===== config.mk =====
export PLATFORM = sky130hd
export DESIGN_NAME = fetch_pc_sequencer
export DESIGN_NICKNAME = d
export VERILOG_FILES = /design/src/rtl/fetch_pc_sequencer_pkg.sv /design/src/rtl/fetch_pc_sequencer_next_pc.sv /design/src/rtl/fetch_pc_sequencer.sv
export SDC_FILE = /design/constraint.sdc
export NUM_CORES = 1
export LEC_CHECK = 0
export ABC_AREA = 1
export CAP_MARGIN = 40
export CORE_ASPECT_RATIO = 0.9
export CORE_MARGIN = 2
export CORE_UTILIZATION = 25
export DETAILED_ROUTE_END_ITERATION = 12
export DONT_BUFFER_PORTS = 1
export GPL_ROUTABILITY_DRIVEN = 0
export GPL_TIMING_DRIVEN = 0
export PLACE_DENSITY = 0.41
export REMOVE_ABC_BUFFERS = 1
export SLEW_MARGIN = 15
export SYNTH_ARGS = -nofsm -noshare
export SYNTH_HDL_FRONTEND = slang
export SYNTH_SLANG_ARGS = --single-unit
export TNS_END_PERCENT = 10

===== constraint.sdc =====
create_clock -name clk -period 2.15 [get_ports clk]
set_clock_uncertainty 0.1 [all_clocks]
set_input_delay 0.43 -clock clk [delete_from_list [all_inputs] [get_ports clk]]
set_output_delay 0.43 -clock clk [all_outputs]
set_load 0.02 [all_outputs]

===== src/rtl/fetch_pc_sequencer_pkg.sv =====
// Shared front-end types and constants for the fetch PC sequencer.
// Holds the sequencer state enum, the next-PC source encoding, the default
// reset PC and fetch-group size, and the sequential-advance helper.
package frontend_pkg;

    typedef enum logic [1:0] {
        BOOT = 2'd0,
        RUN  = 2'd1,
        HOLD = 2'd2
    } fetch_seq_state_t;

    // Encoding matches the redirect_src output: 0 seq, 1 nlp, 2 if3, 3 backend
    typedef enum logic [1:0] {
        SRC_SEQ = 2'd0,
        SRC_NLP = 2'd1,
        SRC_IF3 = 2'd2,
        SRC_BE  = 2'd3
    } redirect_src_t;

    localparam logic [31:0] RESET_PC_DEFAULT  = 32'hBFC0_0000;
    localparam int unsigned FETCH_GROUP_BYTES = 8;

    // Start of the next aligned fetch group; a mid-group PC advances by less
    // than a full group. Arithmetic wraps at 32 bits.
    function automatic logic [31:0] seq_next_pc(input logic [31:0] pc,
                                                input logic [31:0] group_bytes);
        return (pc & ~(group_bytes - 32'd1)) + group_bytes;
    endfunction

endpackage


===== src/rtl/fetch_pc_sequencer_next_pc.sv =====
// fetch_next_pc: combinational next-PC selection for the fetch sequencer.
// Priority: live backend > pending backend > live IF3 > pending IF3 >
// NLP taken (only on an accepted request) > sequential (only on accept).
// take_flush is raised only for a live redirect; a pending redirect already
// flushed IF1/IF2 when it was captured.
module fetch_next_pc
    import frontend_pkg::*;
#(
    parameter int unsigned FETCH_BYTES = FETCH_GROUP_BYTES
) (
    input  logic [31:0]   i_pc,
    input  logic          i_be_redirect,
    input  logic [31:0]   i_be_target,
    input  logic          i_if3_redirect,
    input  logic [31:0]   i_if3_target,
    input  logic          i_pend_valid,
    input  redirect_src_t i_pend_src,
    input  logic [31:0]   i_pend_target,
    input  logic          i_nlp_taken,
    input  logic [31:0]   i_nlp_target,
    input  logic          i_accept,
    output logic [31:0]   o_next_pc,
    output redirect_src_t o_src,
    output logic          o_take_flush
);

    logic [31:0] w_seq_pc;

    assign w_seq_pc = seq_next_pc(i_pc, 32'(FETCH_BYTES));

    // Priority mux over redirect sources, then accept-gated NLP/sequential
    always_comb begin
        o_next_pc    = i_pc;
        o_src        = SRC_SEQ;
        o_take_flush = 1'b0;
        if (i_be_redirect) begin
            o_next_pc    = i_be_target;
            o_src        = SRC_BE;
            o_take_flush = 1'b1;
        end else if (i_pend_valid && (i_pend_src == SRC_BE)) begin
            o_next_pc = i_pend_target;
            o_src     = SRC_BE;
        end else if (i_if3_redirect) begin
            o_next_pc    = i_if3_target;
            o_src        = SRC_IF3;
            o_take_flush = 1'b1;
        end else if (i_pend_valid) begin
            o_next_pc = i_pend_target;
            o_src     = i_pend_src;
        end else if (i_accept) begin
            if (i_nlp_taken) begin
                o_next_pc = i_nlp_target;
                o_src     = SRC_NLP;
            end else begin
                o_next_pc = w_seq_pc;
                o_src     = SRC_SEQ;
            end
        end
    end

endmodule


===== src/rtl/fetch_pc_sequencer.sv =====
// fetch_pc_sequencer: owns the fetch PC and drives the ICache request.
// BOOT spends one idle cycle, RUN issues req_pc=pc, HOLD parks while paused
// and captures redirects in a one-entry pending register so none are lost.
// flush_if12 and redirect_src are registered: they describe the PC that is
// presented on req_pc in the same cycle.
// Optional: define FETCH_SEQ_PERF_EN to add saturating perf counters on
// perf_cnt = {nlp, if3, be, acc}.
module fetch_pc_sequencer
    import frontend_pkg::*;
#(
    parameter logic [31:0] RESET_PC    = RESET_PC_DEFAULT,
    parameter int unsigned FETCH_BYTES = FETCH_GROUP_BYTES
) (
    input  logic             clk,
    input  logic             rst,
    input  logic             pause,
    input  logic             be_redirect,
    input  logic [31:0]      be_target,
    input  logic             if3_redirect,
    input  logic [31:0]      if3_target,
    input  logic             nlp_taken,
    input  logic [31:0]      nlp_target,
    input  logic             req_ready,
    output logic             req_valid,
    output logic [31:0]      req_pc,
    output logic             flush_if12,
    output logic [1:0]       redirect_src,
    output fetch_seq_state_t o_dbg_state
`ifdef FETCH_SEQ_PERF_EN
    ,
    output logic [127:0]     perf_cnt
`endif
);

    fetch_seq_state_t r_state;
    logic [31:0]      r_pc;
    logic             r_pend_valid;
    logic [31:0]      r_pend_target;
    redirect_src_t    r_pend_src;
    logic             r_flush;
    redirect_src_t    r_src;

    logic             w_req_valid;
    logic             w_accept;
    logic             w_apply;
    logic             w_latch_if3;
    logic [31:0]      w_next_pc;
    redirect_src_t    w_src;
    logic             w_take_flush;

    // Handshake: a request transfers when req_valid && req_ready in the same
    // cycle; req_valid drops combinationally with pause and may be retargeted
    // by a redirect before it is accepted.
    assign w_req_valid = (r_state == RUN) && !pause;
    assign w_accept    = w_req_valid && req_ready;
    // BOOT always moves on; RUN/HOLD only update the PC when not paused
    assign w_apply     = (r_state == BOOT) || !pause;
    // IF3 never displaces a captured backend redirect
    assign w_latch_if3 = if3_redirect && !(r_pend_valid && (r_pend_src == SRC_BE));

    fetch_next_pc #(
        .FETCH_BYTES (FETCH_BYTES)
    ) u_next_pc (
        .i_pc           (r_pc),
        .i_be_redirect  (be_redirect),
        .i_be_target    (be_target),
        .i_if3_redirect (if3_redirect),
        .i_if3_target   (if3_target),
        .i_pend_valid   (r_pend_valid),
        .i_pend_src     (r_pend_src),
        .i_pend_target  (r_pend_target),
        .i_nlp_taken    (nlp_taken),
        .i_nlp_target   (nlp_target),
        .i_accept       (w_accept),
        .o_next_pc      (w_next_pc),
        .o_src          (w_src),
        .o_take_flush   (w_take_flush)
    );

    // Sequencer FSM with PC, pending-redirect capture and registered outputs
    always_ff @(posedge clk or negedge rst) begin
        if (!rst) begin
            r_state       <= BOOT;
            r_pc          <= RESET_PC;
            r_pend_valid  <= 1'b0;
            r_pend_target <= 32'd0;
            r_pend_src    <= SRC_SEQ;
            r_flush       <= 1'b0;
            r_src         <= SRC_SEQ;
        end else begin
            r_flush <= 1'b0;
            r_src   <= SRC_SEQ;
            case (r_state)
                BOOT:    r_state <= RUN;
                RUN:     if (pause) r_state <= HOLD;
                HOLD:    if (!pause) r_state <= RUN;
                default: r_state <= BOOT;
            endcase
            if (w_apply) begin
                r_pc         <= w_next_pc;
                r_flush      <= w_take_flush;
                r_src        <= w_src;
                r_pend_valid <= 1'b0;
            end else if (be_redirect) begin
                r_pend_valid  <= 1'b1;
                r_pend_target <= be_target;
                r_pend_src    <= SRC_BE;
                r_flush       <= 1'b1;
            end else if (w_latch_if3) begin
                r_pend_valid  <= 1'b1;
                r_pend_target <= if3_target;
                r_pend_src    <= SRC_IF3;
                r_flush       <= 1'b1;
            end
        end
    end

    assign req_valid    = w_req_valid;
    assign req_pc       = r_pc;
    assign flush_if12   = r_flush;
    assign redirect_src = r_src;
    assign o_dbg_state  = r_state;

`ifdef FETCH_SEQ_PERF_EN
    logic [31:0] r_cnt_acc;
    logic [31:0] r_cnt_be;
    logic [31:0] r_cnt_if3;
    logic [31:0] r_cnt_nlp;

    // Saturating event counters for accepted requests and applied redirects
    always_ff @(posedge clk or negedge rst) begin
        if (!rst) begin
            r_cnt_acc <= 32'd0;
            r_cnt_be  <= 32'd0;
            r_cnt_if3 <= 32'd0;
            r_cnt_nlp <= 32'd0;
        end else begin
            if (w_accept && (r_cnt_acc != 32'hFFFF_FFFF))
                r_cnt_acc <= r_cnt_acc + 32'd1;
            if (w_apply && (w_src == SRC_BE) && (r_cnt_be != 32'hFFFF_FFFF))
                r_cnt_be <= r_cnt_be + 32'd1;
            if (w_apply && (w_src == SRC_IF3) && (r_cnt_if3 != 32'hFFFF_FFFF))
                r_cnt_if3 <= r_cnt_if3 + 32'd1;
            if (w_apply && (w_src == SRC_NLP) && (r_cnt_nlp != 32'hFFFF_FFFF))
                r_cnt_nlp <= r_cnt_nlp + 32'd1;
        end
    end

    assign perf_cnt = {r_cnt_nlp, r_cnt_if3, r_cnt_be, r_cnt_acc};
`endif

endmodule


==> flow_metrics.tcl <==
set metrics [dict create \
    grt_pass1_wl_um 32600 \
    hpwl_um 14900 \
    synth_compound_area_share_pct 18.6 \
    setup_ws_ps 84.7 \
    dieArea_um2 23100 \
    cts_tree "yes" \
    crit_path_start_kind "flop" \
    rrSetupSlack_ps 80 \
    nets 949 \
    wl_per_cell_um 18.7 \
    numCtsBuffers 9 \
    crit_path_max_fanout 32 \
    crit_required_ps 2310 \
    outcome "finished, violations left" \
    setup_viol 0 \
    synthToLayoutAreaGrowth_pct 15.6 \
    synthCells 862 \
    min_period_ps 2070 \
    die_w_um 160 \
    clk_latency_ps 350 \
    die_y_um 145 \
    synth_top_cell_area_share_pct 28.7 \
    ys_seq_area_share_pct 33.1 \
    groute.usage.overall_pct 18.8 \
    crit_type "flop to flop" \
    antenna_found_initial 1 \
    layout_common_cells "286 x nand2_1, 109 x nor2_1, 69 x a21oi_1" \
    vdd_drop_max_mv 0.586 \
    relSlewSlack_pct 62.5 \
    overflow 0 \
    synthTopCellsByArea "dfrtp_1 29%, nand2_1 20%, nor2_1 8.1%, a21oi_1 6.4%, o21ai_0 4.5%" \
    initial_utilization_pct 25.4 \
    end_kind "flop" \
    p_comb_share_pct 36.7 \
    muxShareOfSynthArea_pct 0 \
    first_pass_iters 5 \
    synth_top_family_by_area "simple AND/OR/NAND/NOR gates" \
    p_switching_mw 3.43 \
    startpoint "r_pend_valid" \
    synth-simple-area-share_pct 38.7 \
    row_count 51 \
    via_count 5422 \
    htreeDepth 3 \
    fin_crit_sh_pct 96.1 \
    pre_cts_ws_ps -896 \
    p_leak_nw 2.73 \
    finish.utilization_pct 29.4 \
    drv_slew 0 \
    power.share.switching_pct 47.0 \
    r2r_cells 10 \
    ys_ff_latch 72 \
    viasPerCell 4.75 \
    crit_arrival_ps 2230 \
    r2r_start "r_pend_valid" \
    crit_end "r_pend_target[22]" \
    antenna_cells 0 \
    powerDensity_nw_per_um2 1150 \
    rsz0062_at_grt "yes" \
    core_area_um2 21600 \
    ys.warnings.count 0 \
    p_int_mw 3.87 \
    synthesis.area_um2 5480 \
    cts.path.max_buffers 2 \
    grt_max_degree 73 \
    timing.rr.end "r_pend_target[22]" \
    max_freq_mhz 484 \
    drtIter0Drc 335 \
    final_cells 1141 \
    drc 0 \
    synth_cell_types 40 \
    avgSynthCellArea_um2 6.36 \
    layout-drive-gt1-share_pct 15.3 \
    worst_hold_slack_ps -327 \
    cap_violations 0 \
    dp_cells 1115 \
    p_seq_share_pct 41.0 \
    cts_root_buf "clkbuf_16" \
    hold_path.class "input pin to async pin" \
    drt-total-wl_um 21300 \
    num_io_pins 141 \
    final_common_cell "nand2_1" \
    synth_area_leader_cell "dfrtp_1" \
    grt_pass1_vias 5305 \
    clk_pin_slew_ps 70 \
    clkPwrFrac_pct 22.3 \
    fin_setup_tns_ps 0 \
    worstMarginPinSlew_ps 562 \
    port_buffers 0 \
    yosys.area_share.adder_pct 0.228 \
    violations "negative hold slack" \
    synth-xor-area-share_pct 0.799 \
    drtAntennaViolNets 0 \
    cts.sinks 72 \
    hold_violations 72 \
]
## worst max-delay path, cell delays in order (launching register included)
cell	delay (ps)
dfrtp_4	520
nand2_1	70
inv_1	160
nand2_8	150
nand2_4	120
nand2_4	130
nand2_4	110
inv_8	170
buf_12	210
nor2_1	60
a31oi_1	150
## cell usage after synthesis (all sizes together)
master     n
a21boi     3
a21oi     77
a22o       1
a31oi     27
buf       29
clkbuf    17
clkinv     2
dfrtp     63
dfstp      9
ha         1
inv       62
nand2    302
nand3     45
nand4      7
nor2     137
nor3b      1
o2111ai    1
o211ai     7
o21a       1
o21ai     55
o21bai     2
o221ai     2
o22ai      2
o31ai      2
or2        2
xnor2      3
xor2       2
## power by group through the flow
stage               Sequential (mW)  Combinational, mW  Clock [mW]
finish                         3.00               2.68        1.63
global route                   3.10               3.10        1.70
CTS                            2.97               2.67        1.68
detailed placement             3.01               2.48           0
global placement               3.04               2.33           0
floorplan                      2.71               1.82           0
## worst min-delay path by stage
stage,to,cells after the start,from,slack [ps]
floorplan,flush_if12,0,rst,30
global placement,req_pc[8],0,rst,40
CTS,req_pc[11],0,rst,-340
detailed placement,req_pc[8],0,rst,40
finish,req_pc[11],0,rst,-330
global route,req_pc[16],0,rst,-340
## layer usage
metal / vias to the layer above / part of all wire (%) / global-route usage, %
met5: - / 0 / 0
met4: 0 / 0.84 / 3.51
met3: 13 / 7.0 / 5.25
met2: 132 / 44 / 29.6
met1: 2519 / 48 / 26.0
li1: 2758 / - / -
## cell type report
class / instances / area [µm²]
Timing Repair Buffer: 17 / 256
Sequential cell: 72 / 1840
Clock buffer: 9 / 225
Tap cell: 291 / 364
Inverter: 64 / 268
Fill cell: 2454 / 15200
Clock inverter: 7 / 78.8
Multi-Input combinational cell: 681 / 3300
## through the flow
| stage | area (µm²) | power (mW) | hold slack, ps |
|---|---|---|---|
| 4_1_cts | 6240 | 7.32 | -344 |
| 3_3_place_gp | 5620 | 5.37 | 38.6 |
| 2_1_floorplan | 5250 | 4.53 | 34.4 |
| 3_5_place_dp | 5810 | 5.49 | 38.7 |
| 5_1_grt | 6340 | 7.90 | -343 |
| 6_report | 6340 | 7.30 | -327 |
## state kept, by name, indices dropped and copies added, names as in the netlist
name / flops
redirect_src: 2
r_pend_target: 32
flush_if12: 1
r_pend_valid: 1
o_dbg_state: 2
r_pend_src: 2
req_pc: 32
## what timing repair did
action / 4_1_cts / 5_1_grt
gates resized for setup: 19 / 31
setup endpoints to repair: 69 / 44
pin swaps: 3 / 2
endpoints found under the hold margin: 72 / 72
gates cloned: 1 / 0
setup buffers: 6 / 3
## cells by family (layout without fill, tap and decap cells)
family | after synthesis | after routing
fa+ha+maj | 1 | 1
compound gates | 180 | 180
xor+xnor | 5 | 5
buf+inv | 110 | 97
simple gates | 494 | 495
flops | 72 | 72
(Power assumes the default switching activity.)
==> RTL edit 1: new RTL, same flow settings <==
Register the input `if3_target` before use. The logic sees it one clock later. The other inputs are not delayed to match.
--- a/src/rtl/fetch_pc_sequencer.sv
+++ b/src/rtl/fetch_pc_sequencer.sv
@@ -32,6 +32,12 @@
 `endif
 );
 
+    logic [31:0] if3_target_q;
+
+    always_ff @(posedge clk) begin
+        if3_target_q <= if3_target;
+    end
+
     fetch_seq_state_t r_state;
     logic [31:0]      r_pc;
     logic             r_pend_valid;
@@ -65,7 +71,7 @@
         .i_be_redirect  (be_redirect),
         .i_be_target    (be_target),
         .i_if3_redirect (if3_redirect),
-        .i_if3_target   (if3_target),
+        .i_if3_target   (if3_target_q),
         .i_pend_valid   (r_pend_valid),
         .i_pend_src     (r_pend_src),
         .i_pend_target  (r_pend_target),
@@ -108,7 +114,7 @@
                 r_flush       <= 1'b1;
             end else if (w_latch_if3) begin
                 r_pend_valid  <= 1'b1;
-                r_pend_target <= if3_target;
+                r_pend_target <= if3_target_q;
                 r_pend_src    <= SRC_IF3;
                 r_flush       <= 1'b1;
             end
Function: changed (Yosys sat finds a counterexample within 4 cycles, from zero or initial values and one cycle with rst low).
==> RTL edit 1 against the original RTL <==
Sequential cell count is 32 higher. Critical path depth is 2 lower. Utilization is 0.77 points higher. Cell area is 14% higher. Sequential power is 20% higher. Clock power is 9.8% higher. Synthesized area is 11% higher. Routed wire length is 6.1% higher. Global-route usage is 0.70 points lower. Power is 11% higher. Setup slack worse by 0.012 ns. Synthesized cell count is 3.2% higher. Critical path type unchanged.
==> RTL edit 1: results (changes against the original RTL) <==
Placement Cell Area: 0.006315 mm2 (+8.7%)
Final setup TNS: 0 ns (unchanged)
Pre-CTS setup slack: -1.140 ns (-0.2437 ns)
Clock latency on the worst-skew pair: 0.38 ns (+0.03 ns)
Cell with the most instances after synthesis: nand2_1
R2R cell count: 8 (-2)
Slew of the pin with the lowest slew margin: 0.5467 ns (-0.01572 ns)
N_diodes: 0 (unchanged)
Leak: 3.130 nW (+15%)
Clk pin slew, worst setup/hold paths: 0.10 ns (+0.03 ns)
Routed via count: 5718 (+5.5%)
Vias in the first global route: 5585 (+5.3%)
Async set-reset flop share out of synthesis: 69.23% (-31 points)
WHS: 0.08742 ns (+0.4148 ns)
Hold path depth: 2
RR Endpoint: req_pc[17]$_DFFE_PN0P_
Final WL: 22650 um (+6.1%)
Total global-route track usage: 18.11% (-0.70 points)
Antenna violations before repair: 0 (-1)
Sequential-to-total area share from yosys stat: 40.47% (+7.4 points)
Crit. Startpoint: o_dbg_state[1]$_DFFE_PN0P_
DP Cell Count: 1158 (+3.9%)
Starting DRT DRC Count: 400 (+19%)
Routed len/inst: 18.58 um (-0.67%)
Max VDD drop: 443.4 uV (-24%)
Synth area leaders: dfrtp_1 26%, nand2_1 18%, dfxtp_1 11%
Syn Inst Count: 890 (+3.2%)
Nets: 1010 (+6.4%)
Share of cells above drive strength 1: 11.53% (-3.8 points)
Min-delay worst type: input port to flip-flop
Max Fanout on Critical Path: 34 (+6.3%)
First-pass GRT wire length: 34510 um (+5.7%)
Pin count of the biggest net entering global routing: 76 (+4.1%)
Outcome: finished, final reports clean
Netlist cell types: 42 (+5.0%)
R2r setup slk: 0.07 ns
Number of port buffers: 0 (unchanged)
Post-DP HPWL: 14850 um (about the same)
Drt first pass iters: 5 (unchanged)
Most frequent cells after synthesis: 286 x nand2_1, 129 x nor2_1, 75 x a21oi_1
## RTL edit 1: area by class of cell
class | count | area, um2
inverters | 68 | 306.5
clock inverters | 7 | 93.84
multi-input cells | 672 | 3159
fillers | 2642 | 16800
flip-flops and latches | 104 | 2482
clock buffers | 9 | 225.2
repair buffers | 50 | 591.8
well taps | 308 | 385.4
repair inverters | 1 | 8.758
## RTL edit 1: cells by family after synthesis
group,share of synthesized area (%)
flops,40.47
buf+inv,9.018
fa+ha+maj,0.2063
xor+xnor,1.156
simple gates,31.65
compound gates,17.50
## RTL edit 1: routing by layer
metal	vias up	global-route usage [%]	wire length, um
met1	2653	24.67	10780
met3	11	4.727	1592
li1	2911	-	-
met4	0	4.267	234
met5	-	0	0
met2	143	28.84	10040
## RTL edit 1: how the worst max path moves through the flow
stage	to	cells past startpoint	slack [ns]
floorplan	r_pend_src[1]$_DFFE_PN0P_	8	-0.65
global placement	req_pc[3]$_DFFE_PN0P_	5	-2.66
detailed placement	r_pend_target[24]$_DFFE_PN0P_	11	-1.14
CTS	req_pc[15]$_DFFE_PN0P_	11	-0.02
global route	req_pc[16]$_DFFE_PN0P_	8	-0.04
finish	req_pc[17]$_DFFE_PN0P_	8	0.07
## RTL edit 1: what timing repair did
item / 4_1_cts / 5_1_grt
hold buffers: 32 / 2
gates resized for setup: 19 / 39
hold endpoints to repair: 104 / 72
pin swaps: 2 / 3
setup endpoints to repair: 69 / 56
gates cloned: 2 / 0
buffers inserted: 7 / 3
## RTL edit 1: power by group
group	leakage (nW)	internal, mW	switching, mW	total (mW)
registers	1.07	2.55	1.06	3.61
clock network	0.154	0.849	0.943	1.79
logic	1.90	1.04	1.63	2.67
## RTL edit 1: critical path, stage by stage, from the launching register on
cell and delay, ns:
dfrtp_2 0.50, nor3b_4 0.35, nand2_1 0.17, nand4_1 0.12
nand2_2 0.15, buf_12 0.24, inv_16 0.16, nor2_1 0.06
a21oi_1 0.12
==> RTL edit 2: new RTL, same flow settings <==
Without the edit above. Build with the macro `FETCH_SEQ_PERF_EN` defined.
--- a/src/rtl/fetch_pc_sequencer.sv
+++ b/src/rtl/fetch_pc_sequencer.sv
@@ -5,6 +5,8 @@
 // presented on req_pc in the same cycle.
 // Optional: define FETCH_SEQ_PERF_EN to add saturating perf counters on
 // perf_cnt = {nlp, if3, be, acc}.
+`define FETCH_SEQ_PERF_EN
+
 module fetch_pc_sequencer
     import frontend_pkg::*;
 #(
Function (old outputs only; new: perf_cnt): kept (Yosys induction, for registers that start in step).
==> RTL edit 2 against the original RTL <==
The run ends with negative hold slack, negative setup slack left. Sequential cell count grew 128. Setup slack got worse by 0.20 ns. Cell area rose to 2.5 times the old value. Synthesized area rose by 140%. Utilization is 2.1 points higher. Sequential share of layout area increased by 2.5 points. Routed wire length rose by 130%. Power rose by 97%. Critical path type unchanged.
==> RTL edit 2: results (changes against the original RTL) <==
Final hold viol count: 202 (+180%)
Sequential-to-total area share from yosys stat: 38.79% (+5.7 points)
Max Fanout on Critical Path: 8 (-75%)
Min-delay worst type: input port to asynchronous set/reset pin
Final WS setup: -0.1146 ns (-0.1993 ns)
Leak: 6.872 nW (+150%)
Failing checks: negative hold slack, negative setup slack
Starting DRT DRC Count: 776 (+130%)
Clock latency on the worst-skew pair: 0.50 ns (+0.15 ns)
H-tree depth: 4 (+1)
Routed len/inst: 18.73 um (+0.12%)
Slowest stage delay, CP: 0.52 ns (about the same)
Critical path's top delay family: simple AND/OR/NAND/NOR gates
Worst path slowest cell: dfrtp_2
Max VDD drop: 736.4 uV (+26%)
Setup-failing EPs final: 76 (+76)
Outcome: finished, violations left
Post-DP HPWL: 32870 um (+120%)
First-pass GRT wire length: 75870 um (+130%)
Drt first pass iters: 4 (-1)
Clock Tree Buf Depth: 2 (unchanged)
Routed via count: 12710 (+130%)
Most frequent cells after synthesis: 648 x nand2_1, 241 x nor2_1, 191 x dfrtp_1
R2R Path Start: o_dbg_state[1]$_DFFE_PN0P_
Synth Area per Inst: 6.941 um2 (+9.1%)
Share of cells above drive strength 1: 14.65% (-0.64 points)
Root buffer cell: clkbuf_16
Number of port buffers: 0 (unchanged)
Pre-CTS setup slack: -1.534 ns (-0.6381 ns)
Total global-route track usage: 18.56% (-0.25 points)
WHS: -0.4883 ns (-0.1609 ns)
Non-Filler Instances: 2642 (+130%)
Clk pin slew, worst setup/hold paths: 0.09 ns (+0.02 ns)
Async set-reset flop share out of synthesis: 100.0% (unchanged)
Worst EP arrival: 2.60 ns (+0.37 ns)
Nets: 2047 (+120%)
Netlist cell types: 48 (+20%)
Placement Cell Area: 0.01365 mm2 (+140%)
Vias in the first global route: 12550 (+140%)
Max Cap Viol: 0 (unchanged)
Pint: 7.942 mW (+110%)
Num CTS Buffers: 17 (+8)
Final setup TNS: -3.565 ns (-3.565 ns)
Pin count of the biggest net entering global routing: 201 (+180%)
Slew margin rel.: 57.79% (-4.7 points)
DP Cell Count: 2492 (+120%)
Antenna violations before repair: 3 (+2)
Yosys warns: 0 (unchanged)
Synth area leaders: dfrtp_1 37%, nand2_1 19%, nor2_1 7.0%
## RTL edit 2: worst reg2reg max path, delay by kind of cell, from the launching register on
| family | cells | cell delay (ns) |
|---|---|---|
| buf+inv | 3 | 0.40 |
| flops | 1 | 0.52 |
| xor+xnor | 1 | 0.15 |
| simple gates | 7 | 0.84 |
| compound gates | 1 | 0.20 |
## RTL edit 2: power groups by stage
stage / Sequential [mW] / Clock, mW / Combinational, mW
4_1_cts: 6.70 / 3.77 / 3.78
2_1_floorplan: 6.19 / 0 / 2.39
3_5_place_dp: 6.74 / 0 / 3.24
3_3_place_gp: 6.77 / 0 / 3.08
6_report: 6.76 / 3.60 / 4.04
5_1_grt: 6.90 / 3.88 / 4.57
## RTL edit 2: repair_timing
item                                   in CTS  in global routing
setup endpoints to repair                 197                154
pin swaps                                  14                 17
setup buffers                              17                  5
gates cloned                               11                  1
hold buffers                               81                  1
gates resized for setup                   101                122
endpoints found under the hold margin     253                204
## RTL edit 2: final timing paths
check	endpoint	slack (ns)	cells past startpoint
setup / recovery	r_cnt_be[3]$_DFFE_PN0P_	-0.11	12
hold / removal	r_cnt_acc[1]$_DFFE_PN0P_	-0.49	0
setup reg to reg	r_cnt_be[3]$_DFFE_PN0P_	-0.11	12
hold reg to reg	r_pend_src[1]$_DFFE_PN0P_	0.40	1
max in group asynchronous	r_cnt_nlp[4]$_DFFE_PN0P_	2.12	0
min in group clk	req_pc[23]$_DFFE_PN1P_	0	2
## RTL edit 2: logic make-up (layout without fill, tap and decap cells)
| family | count (synthesis) | after routing | share of synthesized area, % |
|---|---|---|---|
| xor+xnor | 129 | 129 | 8.737 |
| compound gates | 216 | 216 | 9.299 |
| flops | 200 | 200 | 38.79 |
| other cells | 0 | 2 | 0 |
| fa+ha+maj | 5 | 5 | 0.4838 |
| simple gates | 1111 | 1117 | 36.13 |
| buf+inv | 202 | 285 | 6.560 |
## RTL edit 2: final cells by class
cell class              instances  area [um2]
fillers                      5581       35240
multi-input cells            1467        7636
flip-flops and latches        200        5105
repair buffers                113        1279
well taps                     688       860.8
inverters                     135       596.8
clock buffers                  17       425.4
clock inverters                15       191.4
repair inverters                5       58.81
diodes                          2       5.005
## RTL edit 2: per-layer routing
metal  vias to the layer above  routed length [um]  track usage, %  share of wire [%]
met4                         2                1391           7.561                2.8
met1                      6099               23020           24.62                 47
met5                         -                  12               0              0.024
met3                        72                2964           4.689                6.0
li1                       6175                   -               -                  -
met2                       360               22090           28.80                 45
